File: src/rtl/map_table_pkg.sv
// Shared rename-stage constants and tag types, common to map_table, arch_table,
// free list and ROB.
package map_table_pkg;

    localparam int unsigned WIDTH          = 2;
    localparam int unsigned PREG_NUMBER    = 64;
    localparam int unsigned ARCHREG_NUMBER = 32;
    localparam int unsigned PREG_W         = $clog2(PREG_NUMBER);
    localparam int unsigned AREG_W         = $clog2(ARCHREG_NUMBER);

    typedef logic [PREG_W-1:0] preg_tag_t;
    typedef logic [AREG_W-1:0] arch_reg_t;

endpackage

File: src/rtl/map_table.sv
// Speculative register alias table: renames sources, reports ready bits and T_old,
// tracks CDB completions and restores from the committed map on recovery.
module map_table
    import map_table_pkg::*;
(
    input  logic                   clk,
    input  logic                   reset,
    input  logic [WIDTH-1:0]       rename_en_i,
    input  arch_reg_t              rename_dest_i        [WIDTH],
    input  preg_tag_t              rename_tag_i         [WIDTH],
    input  arch_reg_t              src1_arch_i          [WIDTH],
    input  arch_reg_t              src2_arch_i          [WIDTH],
    output preg_tag_t              src1_tag_o           [WIDTH],
    output preg_tag_t              src2_tag_o           [WIDTH],
    output logic [WIDTH-1:0]       src1_ready_o,
    output logic [WIDTH-1:0]       src2_ready_o,
    output preg_tag_t              told_o               [WIDTH],
    input  logic [WIDTH-1:0]       cdb_en_i,
    input  preg_tag_t              cdb_tag_i            [WIDTH],
    input  logic                   recover_i,
    input  preg_tag_t              arch_table_recover_i [ARCHREG_NUMBER]
);

    preg_tag_t                 map_q [ARCHREG_NUMBER];
    preg_tag_t                 map_d [ARCHREG_NUMBER];
    logic [ARCHREG_NUMBER-1:0] ready_q;
    logic [ARCHREG_NUMBER-1:0] ready_d;

    for (genvar k = 0; k < WIDTH; k++) begin : g_lane
        arch_reg_t src   [2];
        preg_tag_t tag   [2];
        logic      rdy   [2];
        logic      fwd   [2];
        preg_tag_t told;

        assign src[0] = src1_arch_i[k];
        assign src[1] = src2_arch_i[k];

        always_comb begin
            for (int s = 0; s < 2; s++) begin
                tag[s] = map_q[src[s]];
                rdy[s] = ready_q[src[s]];
                fwd[s] = 1'b0;
                // Later lanes override earlier ones, so the highest matching lane wins.
                for (int j = 0; j < k; j++) begin
                    if (rename_en_i[j] && rename_dest_i[j] == src[s] && src[s] != '0) begin
                        tag[s] = rename_tag_i[j];
                        rdy[s] = 1'b0;
                        fwd[s] = 1'b1;
                    end
                end
                if (!fwd[s]) begin
                    for (int c = 0; c < WIDTH; c++) begin
                        if (cdb_en_i[c] && cdb_tag_i[c] == tag[s]) rdy[s] = 1'b1;
                    end
                end
                if (src[s] == '0) begin
                    tag[s] = '0;
                    rdy[s] = 1'b1;
                end
            end
        end

        always_comb begin
            told = map_q[rename_dest_i[k]];
            for (int j = 0; j < k; j++) begin
                if (rename_en_i[j] && rename_dest_i[j] == rename_dest_i[k] &&
                    rename_dest_i[k] != '0) begin
                    told = rename_tag_i[j];
                end
            end
        end

        assign src1_tag_o[k]   = tag[0];
        assign src2_tag_o[k]   = tag[1];
        assign src1_ready_o[k] = rdy[0];
        assign src2_ready_o[k] = rdy[1];
        assign told_o[k]       = told;
    end

    always_comb begin
        map_d   = map_q;
        ready_d = ready_q;
        if (recover_i) begin
            map_d   = arch_table_recover_i;
            ready_d = '1;
        end else begin
            for (int i = 0; i < ARCHREG_NUMBER; i++) begin
                for (int c = 0; c < WIDTH; c++) begin
                    if (cdb_en_i[c] && map_q[i] == cdb_tag_i[c]) ready_d[i] = 1'b1;
                end
            end
            // Renames are applied after CDB sets so they take precedence on the same entry.
            for (int k = 0; k < WIDTH; k++) begin
                if (rename_en_i[k] && rename_dest_i[k] != '0) begin
                    map_d[rename_dest_i[k]]   = rename_tag_i[k];
                    ready_d[rename_dest_i[k]] = 1'b0;
                end
            end
        end
    end

    always_ff @(posedge clk or posedge reset) begin
        if (reset) begin
            for (int i = 0; i < ARCHREG_NUMBER; i++) map_q[i] <= preg_tag_t'(i);
            ready_q <= '1;
        end else begin
            map_q   <= map_d;
            ready_q <= ready_d;
        end
    end

endmodule

File: config.mk
export PLATFORM = sky130hd
export DESIGN_NAME = map_table
export DESIGN_NICKNAME = d
export VERILOG_FILES = /design/src/rtl/map_table_pkg.sv /design/src/rtl/map_table.sv
export SDC_FILE = /design/constraint.sdc
export NUM_CORES = 2
export LEC_CHECK = 0
export BUFFER_PORTS_ARGS = -buffer_cell sky130_fd_sc_hd__buf_2
export CORE_ASPECT_RATIO = 1.4
export CORE_MARGIN = 4
export CORE_UTILIZATION = 45
export CTS_CLUSTER_SIZE = 30
export DETAILED_ROUTE_END_ITERATION = 10
export PLACE_DENSITY_LB_ADDON = 0.15
export SYNTH_ARGS = -nofsm -noshare
export SYNTH_HDL_FRONTEND = slang
export SYNTH_SLANG_ARGS = --single-unit
export TNS_END_PERCENT = 10
File: constraint.sdc
create_clock -name clk -period 8.8 [get_ports clk]
set_input_delay 0.88 -clock clk [delete_from_list [all_inputs] [get_ports clk]]
set_output_delay 0.88 -clock clk [all_outputs]
set_load 0.03 [all_outputs]
==> summary.md <==
| Metric | Value |
|---|---|
| CP endpoint kind | primary output |
| Initial Util | 45.6% |
| Post-Route Utilization | 49.5% |
| Main combinational cell family by area after synthesis | multiplexers |
| Synth Area in Adders | 0% |
| Critical Path Slowest Stage Cell | mux2i_1 |
| Synth area leaders | mux4_2 28%, dfstp_2 10%, dfrtp_1 9.9% |
| Clock transition at path regs | 0.07 ns |
| Post-CTS setup buffer count | 0 |
| Synth Area in Simple Gates | 13.6% |
| Die W | 220 um |
| I/O Pins | 293 |
| Post-synth top area cell | mux4_2 |
| Num rows | 108 |
| Crit path largest cell delay | 0.77 ns |
| XOR/XNOR Fraction of Synth Area | 13.7% |
| Post-DRT Antenna Nets | 0 |
| Clk sinks | 224 |
| CTS root buffer | clkbuf_16 |
| Routed len/inst | 44.2 um |
| Clock Latency Late Sink | 0.62 ns |
| CTS tree | done |
| GRT met3 Usage | 22.7% |
| Final setup fails | 0 |
| Yosys top cell area share | 28.4% |
| Met1 Use GR | 59.2% |
| Data arrival time of the critical path | 4.74 ns |
| Hold bufs inserted after CTS | 0 |
| Peak VDD IR | 0.000151 V |
| Post-CTS sizing | 0 |
| RSZ-0062 raised after global routing | no |
| Die Height | 305 um |
| Share of cells above drive strength 1 | 31.0% |
| Setup TNS | 0 ns |
| Critical path, cell by cell | buf_4 -> buf_4 -> mux4_2 -> mux4_2 -> mux2i_1 -> xnor2_1 -> nor4_1 -> nor3_1 -> o41ai_1 -> buf_2 |
| Core area | 62300 um^2 |
| Drt drc | 0 |
| Worst slack at placement | 3.28 ns |
| Pin count of the biggest net entering global routing | 194 |
| Ys Warns | 0 |
| # Max-Cap Violations | 0 |
| Crit Path Max Fanout | 44 |
| Post-Syn Area | 28400 um^2 |
| Crit path time final | 5.62 ns |
| Worst slew pin tran | 1.41 ns |
| Synth Net Count | 3331 |
| Worst Skew | 0.0179 ns |
| Total track usage | 49.8% |
| Post-synth EDFFs | 0 |
| Dpl hpwl | 116 mm |
| Peak Freq | 0.178 GHz |
| Number of global-route vias before repair | 28000 |
| Period utilization | 63.8% |
| Critical path startpoint category | primary input |
| Worst Slack Setup Final | 3.18 ns |
| Ys flop type | dfstp_2 |
| DR vias/cell | 7.60 |
| Hold Crit Class | primary input to async pin |
| Syn avg cell area | 9.24 um^2 |
| Die Area | 67300 um^2 |
| Slew Viols, Final | 0 |
| Global-route wire length before repair | 231 mm |
| Final WL | 171 mm |
| Routability cong. | 1.05 |
| Overflow after GRT | 0 |
| CP delay by family, top | multiplexers |
| Post-layout nets | 3260 |
| Antenna violations before repair | 32 |
| Total CTS buffers | 28 |
| Post-synthesis mux area share | 35.3% |
| Post-route cell area | 30800 um^2 |
| Placed inst area | 29800 um^2 |
| P per Cell Area | 152 nW/um^2 |
| Post-synth ARST share | 100% |
| Leakage | 11.4 nW |
| Clk buf depth | 3 |
| Layer carrying the most global-route usage | met2 |
| Crit path buffers/inverters | 3 |
| Seq cells post-synth | 224 |
| Total number of vias | 29500 |
| Final count of hold timing violations | 0 |
| Met2 Use GR | 67.7% |
| Library cells used by synthesis | 55 |
| Crit Path Class | primary input to primary output |
| Sequential element share of the synthesized area | 20.2% |
| IO buf count | 292 |
| Initial drt markers | 4807 |
| Slew headroom | 5.68% |
| Status | complete, no violations |
| Worst EP required | 7.92 ns |
| H-tree depth | 1 |
| Post-Syn Instances | 3078 |
| Total power draw | 4.69 mW |
| Post-synthesis compound-gate area fraction | 10.4% |
| TritonRoute pass-1 iters | 6 |
| Synth-to-layout area growth | 8.37% |
report_power, final:
part           internal (mW)  switching [mW]
Sequential              1.15           0.467
Combinational          0.774            1.05
Clock                  0.700           0.548
Total                   2.63            2.06
layout by cell type, fill, tap and decap left out, drive strengths merged, types with 7 or more instances in the layout:
cell,netlist,final
nand3b,11,11
nand2,321,321
xor2,222,222
o21ai,309,309
buf,189,392
mux2i,173,173
or3b,8,8
nand3,75,75
xnor2,222,222
a22oi,41,41
o22ai,21,21
mux2,19,19
nand4,76,76
or4,8,8
nor2,183,183
nand2b,7,7
diode,0,26
o31ai,18,18
dfstp,112,112
nor4,73,73
nor3,37,37
dfrtp,112,112
mux4,358,358
clkbuf,304,42
a21oi,117,117
nor2b,7,7
sequential cells by signal, indices dropped and copies added (netlist names):
signal / cells
map_q: 192
ready_q: 32
final timing paths:
check / from / end / slack [ns] / depth (start not counted)
max: src2_arch_i[5] / src2_ready_o[0] / 3.18 / 10
min: reset / map_q[41] / 0.43 / 2
max reg2reg: map_q[44] / map_q[44] / 6.54 / 4
min reg2reg: ready_q[7] / ready_q[7] / 0.68 / 2
max in group asynchronous: reset / map_q[18] / 7.10 / 3
min in group clk: arch_table_recover_i[150] / map_q[150] / 0.48 / 3
logic make-up after synthesis:
logic type	count (synthesis)
xor+xnor	444
buf+inv	497
mux	550
compound gates	534
simple gates	829
flops	224
Yosys cell counts (11+ instances only):
master	instances
o22ai_1	20
nand4_1	76
xnor2_1	222
dfstp_2	112
nand2_1	321
o31ai_1	18
clkbuf_1	304
dfrtp_1	112
nor4_1	70
nand3b_1	11
mux2_2	18
a21oi_1	117
a22oi_1	41
nor2_1	183
o21ai_0	291
xor2_1	222
o21ai_1	18
mux2i_1	171
mux4_2	358
buf_1	156
nor3_1	37
nand3_1	75
buf_2	22
final cells by class:
cell class	instances	area, um^2
fill	5884	31500
multi-input combinational	2357	20800
sequential	224	5750
timing repair buffer	392	2260
tap	825	1030
clock buffer	42	773
clock inverter	10	163
antenna	26	65.1
inverter	4	22.5
layer usage:
layer | part of all wire [%] | vias to the layer above
li1 | - | 11100
met1 | 33 | 14600
met2 | 40 | 2938
met3 | 16 | 845
met4 | 11 | 12
met5 | 0.087 | -
metrics by stage:
stage / hold slack (ns) / instances
after CTS: 0.468 / 3854
after global placement: 0.657 / 3802
after global routing: 0.486 / 3856
after floorplan: 0.606 / 3078
after detailed placement: 0.660 / 3802
final: 0.433 / 3880
No activity file was read; power rests on OpenSTA's default activity.
